$ cat src/rtl/retire_pkg.sv
// Shared types for the retirement-stream checker.
//   ret_kind_t   : kind of a retired architectural effect
//   ret_rec_t    : one retired/golden record {kind, pc, addr, data}
//   ERR_*        : bit positions inside the err_field output
//   chk_state_t  : checker FSM states
//   rec_diff()   : per-field comparison of a retired record against a golden one
package retire_pkg;

   typedef enum logic [1:0] {
      REG  = 2'd0,
      MEM  = 2'd1,
      PC   = 2'd2,
      RSVD = 2'd3
   } ret_kind_t;

   typedef struct packed {
      ret_kind_t   kind;
      logic [15:0] pc;
      logic [15:0] addr;
      logic [15:0] data;
   } ret_rec_t;

   localparam int REC_W = $bits(ret_rec_t);

   localparam int ERR_KIND = 0;
   localparam int ERR_PC   = 1;
   localparam int ERR_ADDR = 2;
   localparam int ERR_DATA = 3;
   localparam int ERR_OVF  = 4;

   typedef enum logic [1:0] {
      ST_RUN   = 2'd0,
      ST_ERROR = 2'd1,
      ST_DONE  = 2'd2
   } chk_state_t;

   // Returns one bit per failing field. The address rule follows the
   // retired kind: reg writes only carry a 4-bit index, redirects carry none.
   function automatic logic [3:0] rec_diff(input ret_rec_t act, input ret_rec_t gold);
      logic [3:0] d;
      d = '0;
      d[ERR_KIND] = (act.kind != gold.kind) || (act.kind == RSVD) || (gold.kind == RSVD);
      d[ERR_PC]   = (act.pc != gold.pc);
      case (act.kind)
         REG:     d[ERR_ADDR] = (act.addr[3:0] != gold.addr[3:0]);
         MEM:     d[ERR_ADDR] = (act.addr != gold.addr);
         default: d[ERR_ADDR] = 1'b0;
      endcase
      d[ERR_DATA] = (act.data != gold.data);
      return d;
   endfunction

endpackage

$ cat src/rtl/retire_fifo.sv
// Capture buffer: DEPTH-entry synchronous FIFO of packed retirement records.
// Ports:
//   i_clk, i_rst_n      clock, asynchronous active-low reset (empties buffer)
//   i_push, i_wdata     write one record (caller guarantees !full or same-cycle pop)
//   i_pop               drop head record (caller guarantees !empty)
//   o_rdata             head record, valid while !o_empty
//   o_full, o_empty     occupancy flags
// DEPTH must be a power of 2 so the pointers wrap naturally.
module retire_fifo
   import retire_pkg::*;
#(
   parameter int DEPTH = 4
) (
   input  logic             i_clk,
   input  logic             i_rst_n,
   input  logic             i_push,
   input  logic [REC_W-1:0] i_wdata,
   input  logic             i_pop,
   output logic [REC_W-1:0] o_rdata,
   output logic             o_full,
   output logic             o_empty
);

   localparam int AW = $clog2(DEPTH);

   logic [REC_W-1:0] r_mem [DEPTH];
   logic [AW-1:0]    r_wr_ptr;
   logic [AW-1:0]    r_rd_ptr;
   logic [AW:0]      r_count;

   // Storage carries no reset; occupancy alone decides what is valid.
   always_ff @(posedge i_clk) begin
      if (i_push) r_mem[r_wr_ptr] <= i_wdata;
   end

   always_ff @(posedge i_clk or negedge i_rst_n) begin
      if (!i_rst_n) begin
         r_wr_ptr <= '0;
         r_rd_ptr <= '0;
         r_count  <= '0;
      end else begin
         if (i_push) r_wr_ptr <= r_wr_ptr + AW'(1);
         if (i_pop)  r_rd_ptr <= r_rd_ptr + AW'(1);
         if (i_push && !i_pop)      r_count <= r_count + (AW+1)'(1);
         else if (i_pop && !i_push) r_count <= r_count - (AW+1)'(1);
      end
   end

   assign o_rdata = r_mem[r_rd_ptr];
   assign o_full  = (r_count == (AW+1)'(DEPTH));
   assign o_empty = (r_count == '0);

endmodule

$ cat config.mk
export PLATFORM = sky130hd
export DESIGN_NAME = retire_fifo
export DESIGN_NICKNAME = d
export VERILOG_FILES = /design/src/rtl/retire_pkg.sv /design/src/rtl/retire_fifo.sv
export SDC_FILE = /design/constraint.sdc
export NUM_CORES = 1
export LEC_CHECK = 0
export ABC_AREA = 1
export BUFFER_PORTS_ARGS = -buffer_cell sky130_fd_sc_hd__buf_2
export CAP_MARGIN = 20
export CORE_MARGIN = 8
export CORE_UTILIZATION = 50
export CTS_BUF_LIST = sky130_fd_sc_hd__clkbuf_8 sky130_fd_sc_hd__clkbuf_16
export DETAILED_ROUTE_END_ITERATION = 7
export HOLD_SLACK_MARGIN = 0.15
export PLACE_DENSITY = 0.78
export SETUP_SLACK_MARGIN = 0.4
export SYNTH_ARGS = -nofsm -noshare
export SYNTH_HDL_FRONTEND = slang
export SYNTH_SLANG_ARGS = --single-unit
$ cat constraint.sdc
create_clock -name i_clk -period 5.1 [get_ports i_clk]
set_input_delay 0.765 -clock i_clk [delete_from_list [all_inputs] [get_ports i_clk]]
set_output_delay 0.765 -clock i_clk [all_outputs]
set_load 0.05 [all_outputs]
Word level (Yosys, flattened, before mapping). Memory sizes are Yosys's and may differ from the RTL's. Index checks and enable logic that the tools add are counted.

Output and inout port bits: 52. Memories kept: 1. Bits in writable memories: 200. Register bits: 7. Input bits: 54.

Memories: r_mem (words 4, width 50, rd ports 1, clocked after Yosys merged registers in 0, write ports 1, RTL line retire_fifo.sv:26) `logic [REC_W-1:0] r_mem [DEPTH];`.

Equal/unequal tests: 1. Add/subtract/negate cells: 4. Multiplexer cells: 4. Reduce and logical (&&, ||, !) cells: 6.

Operator list (count): 3-bit 2-to-1 mux (2); 2-bit by 1-bit adder with 2-bit output, second input constant (2); 3-bit by 1-bit adder with 3-bit output, second input constant (1); 3-bit == test, second input constant (1); 3-bit logical NOT (1); 3-bit by 1-bit subtractor with 3-bit output, second input constant (1); 1-bit logical AND (2); 1-bit logical NOT (2); 1-bit 2-to-1 mux (2); 2-bit nonzero test (1).

Depth between registers and ports, before layout.
Depth in word-level cells: 4. Depth in mapped cells: 9. Depth with buffers taken out: 9.

Worst setup path before layout. Ideal clock, no wire load.

Kind: in2reg. From: in i_push. To: mem r_mem[0][0] in the netlist's numbering, enable pin. Path buffers: 1. Stages: 3. Setup slack: 2.661 ns. Library setup time: 0.404 ns. Data required time: 4.696 ns. Arrival: 2.034 ns. Path through: clkbuf_1 -> nand2_1 -> inv_1.

Word-level cells in the longest chain between the ends: 2.

Ends and longest elaborated chain: from (decl) (RTL line retire_fifo.sv:16) `input logic i_push,`; 1-bit 2-to-1 mux (RTL line retire_fifo.sv:33) `if (i_push) r_mem[r_wr_ptr] <= i_wdata;`; 1-bit 2-to-1 mux (implied by the code) (RTL line retire_fifo.sv:33); to (decl) (RTL line retire_fifo.sv:26).

Every way passes these cells.

Worst setup path after layout.
From: reg r_rd_ptr[0]. To: out o_rdata[11].

Word-level cells in the longest chain between the ends: 1.

Ends and longest elaborated chain: from (decl) (RTL line retire_fifo.sv:28) `logic [AW-1:0] r_rd_ptr;`; from (signal assigned) (RTL line retire_fifo.sv:43) `if (i_pop) r_rd_ptr <= r_rd_ptr + AW'(1);`; memory read 4 x 50 bit; to (decl) (RTL line retire_fifo.sv:19) `output logic [REC_W-1:0] o_rdata,`.

Every way passes these cells.

==> impl_metrics.env <==
export IMPL_hold_violations=0
export IMPL_hpwl_um=8992
export IMPL_synth_top_cell_by_area="edfxtp_1"
export IMPL_fin_crit_sh_pct=65.61
export IMPL_path_buf_inv=2
export IMPL_avgSynthCellArea_um2=13.12
export IMPL_hold_buffers=1
export IMPL_slowest_delay_ns=1.02
export IMPL_yosysWarnings=0
export IMPL_synthArstFlopShare_pct=3.382
export IMPL_dieArea_um2=20930
export IMPL_synthToLayoutAreaGrowth_pct=16.22
export IMPL_globalplace_congestion=0.7306
export IMPL_synth_top_area_share_pct=72.55
export IMPL_grt_overflow_total=0
export IMPL_syn_area_um2=8278
export IMPL_arrival_ns=2.58
export IMPL_reg2reg_slack_ns=3.06
export IMPL_yosysMostFrequentCell="edfxtp_1"
export IMPL_cp_max_fo=108
export IMPL_n_antenna_cell=0
export IMPL_critPathCaptureType="output pin"
export IMPL_wl_met3_um=958
export IMPL_htree_levels=1
export IMPL_reg2reg_to="r_mem[2][28]$_DFFE_PP_"
export IMPL_drt_iter0_markers=213
export IMPL_drc_errors=0
export IMPL_die_w_um=144.7
export IMPL_clock_sinks=207
export IMPL_synth_edff_count=200
export IMPL_worst_path_stages=4
export IMPL_cellPowerDensity_nw_per_um2=674.6
export IMPL_rsz0062_at_grt="no"
export IMPL_syn_num_nets=691
export IMPL_detail_route_wl_per_cell_um=15.77
export IMPL_antenna_found_initial=0
export IMPL_synth_distinct_cells=18
export IMPL_postRouteAntennaNets=0
export IMPL_p_leak_nw=3.904
export IMPL_stdcell_count=964
export IMPL_timing_rr_start="r_wr_ptr[0]$_DFFE_PN0P_"
export IMPL_fmax_mhz=298.8
export IMPL_slew_viol_final=0
export IMPL_critical_path_top_delay_family="flip-flops"
export IMPL_period_needed_ns=3.346
export IMPL_top_layer="met4"
export IMPL_wl_um=15200
export IMPL_grt_max_degree=109
export IMPL_drive_gt1_share_pct=19.35
export IMPL_cts_inserted_buffers=21
export IMPL_io_buffers=105
export IMPL_clk_latency_ns=0.48
export IMPL_rr_worst_depth=5
export IMPL_cts_root_buf="clkbuf_16"
export IMPL_setup_worst_path_end="o_rdata[11]"
export IMPL_setup_violations=0
export IMPL_synth_area_top_cells="edfxtp_1 (73%), o211ai_1 (9.1%), nand2_1 (7.4%)"
export IMPL_path_clk_slew_ns=0.06
export IMPL_status="complete, no violations"
export IMPL_ys_ff_latch=207
export IMPL_tns_ns=0
export IMPL_path_class="reg -> out"
export IMPL_initial_core_util_pct=50.45
export IMPL_core_area_um2=16410
export IMPL_post_cts_buffers=0
export IMPL_wl_met2_um=7722
export IMPL_hp_class="in -> reg"
export IMPL_num_vias=4768
export IMPL_startpoint_type="flip-flop"
export IMPL_row_count=47
export IMPL_num_io_pins=106
export IMPL_dp_cells=928
export IMPL_max_cap_violations=0
export IMPL_grt_total_usage_pct=14.71
export IMPL_hold_start="i_wdata[44]"
export IMPL_nNetsFinal=792
export IMPL_ir_worst_vdd_v=0.0004122
export IMPL_tightestPinTransition_ns=1.051
export IMPL_drt_met1_wl_um=6304
export IMPL_slowest_stage="dfrtp_4"
export IMPL_die_h_um=144.7
export IMPL_first_pass_iters=5
export IMPL_cts_resized=0
export IMPL_crit_start="r_rd_ptr[0]$_DFFE_PN0P_"
export IMPL_cts_tree="yes"
export IMPL_crit_chain="buf_12, o211ai_1, nand2_1, buf_2"
export IMPL_finClkSkew_ns=0.005805
export IMPL_ys_seq_area_share_pct=74.67
export IMPL_synthCells=631
export IMPL_ys_flop_type="edfxtp_1"
export IMPL_grt_pass1_wl_um=23750
export IMPL_grt_pass1_vias=4725
export IMPL_relSlewSlack_pct=29.81
export IMPL_critPathRequiredTime_ns=4.34
export IMPL_synth_commonest_cells="edfxtp_1 (200), nand2_1 (163), inv_1 (111)"
export IMPL_viasPerCell=4.946
export IMPL_cts_buffer_depth=3
[worst reg2reg max path, stage by stage (launching register included)]
cell	delay (ns)
dfrtp_1	0.42
inv_1	0.10
ha_1	0.14
nand2_1	0.05
inv_2	0.47
buf_4	0.50
[final cells by class]
cell class | instances | area, um^2
tap | 220 | 275.3
fill | 1284 | 6787
multi-input combinational | 278 | 1506
sequential | 207 | 6186
clock inverter | 14 | 113.9
timing repair buffer | 112 | 593.1
inverter | 112 | 420.4
clock buffer | 21 | 525.5
[flip-flops by register name (all words and copies together), names as in the netlist]
| name | flops |
|---|---|
| r_count | 3 |
| r_mem | 200 |
| r_rd_ptr | 2 |
| r_wr_ptr | 2 |
[power breakdown]
group | internal (mW) | leakage (nW) | switching [mW]
logic | 0.597 | 1.67 | 2.06
clock network | 0.843 | 0.317 | 0.571
registers | 2.23 | 1.92 | 0.190
total | 3.67 | 3.90 | 2.82
[cells by family after synthesis]
group	after synthesis	synth area share (%)
AOI/OAI and AO/OA	101	9.129
xor gates and xnor gates	4	0.4233
adders and majority gates	6	0.9976
buffers and inverters	146	7.134
DFF	207	74.67
and+or+nand+nor	167	7.648
[worst min-delay path by stage]
stage	to	slack, ns	cells past startpoint
2_1_floorplan	r_count[2]$_DFFE_PN0P_	0.46	2
3_3_place_gp	r_count[2]$_DFFE_PN0P_	0.49	2
3_5_place_dp	r_count[2]$_DFFE_PN0P_	0.51	2
4_1_cts	r_mem[0][29]$_DFFE_PP_	0.48	1
5_1_grt	r_mem[2][12]$_DFFE_PP_	0.48	1
6_report	r_mem[0][44]$_DFFE_PP_	0.50	1
[stage by stage]
stage / instance area (um^2) / util (%) / total power, mW / setup slack [ns] / hold slack (ns)
finish: 9620 / 58.64 / 6.490 / 1.754 / 0.4971
global route: 9620 / 58.64 / 6.840 / 1.572 / 0.4832
CTS: 9620 / 58.64 / 6.576 / 1.732 / 0.4776
detailed placement: 8971 / 54.68 / 5.147 / 2.277 / 0.5094
global placement: 8971 / 54.68 / 5.093 / 2.322 / 0.4890
floorplan: 8278 / - / 4.520 / 2.661 / 0.4634
[layout by cell type, fill, tap and decap left out]
cell and count:
o211ai_1 100, fa_1 1, clkbuf_16 21, inv_1 110
clkinv_1 6, inv_2 5, clkinv_2 1, dfrtp_2 1
xnor2_1 1, buf_4 5, clkinvlp_4 2, o21ai_1 1
buf_12 1, ha_1 5, nand3_1 1, bufinv_16 2
nor3_1 2, dfrtp_1 5, edfxtp_1 200, nand2_1 163
nand4_1 1, dlygate4sd3_1 1, buf_2 105, xor2_1 3
dfrtp_4 1
[layer usage]
| layer | GRT usage [%] | up-vias |
|---|---|---|
| met5 | 0 | - |
| met4 | 3.614 | 0 |
| met3 | 3.182 | 22 |
| met2 | 26.50 | 121 |
| met1 | 17.57 | 2244 |
| li1 | - | 2381 |
(Power assumes the default switching activity.)
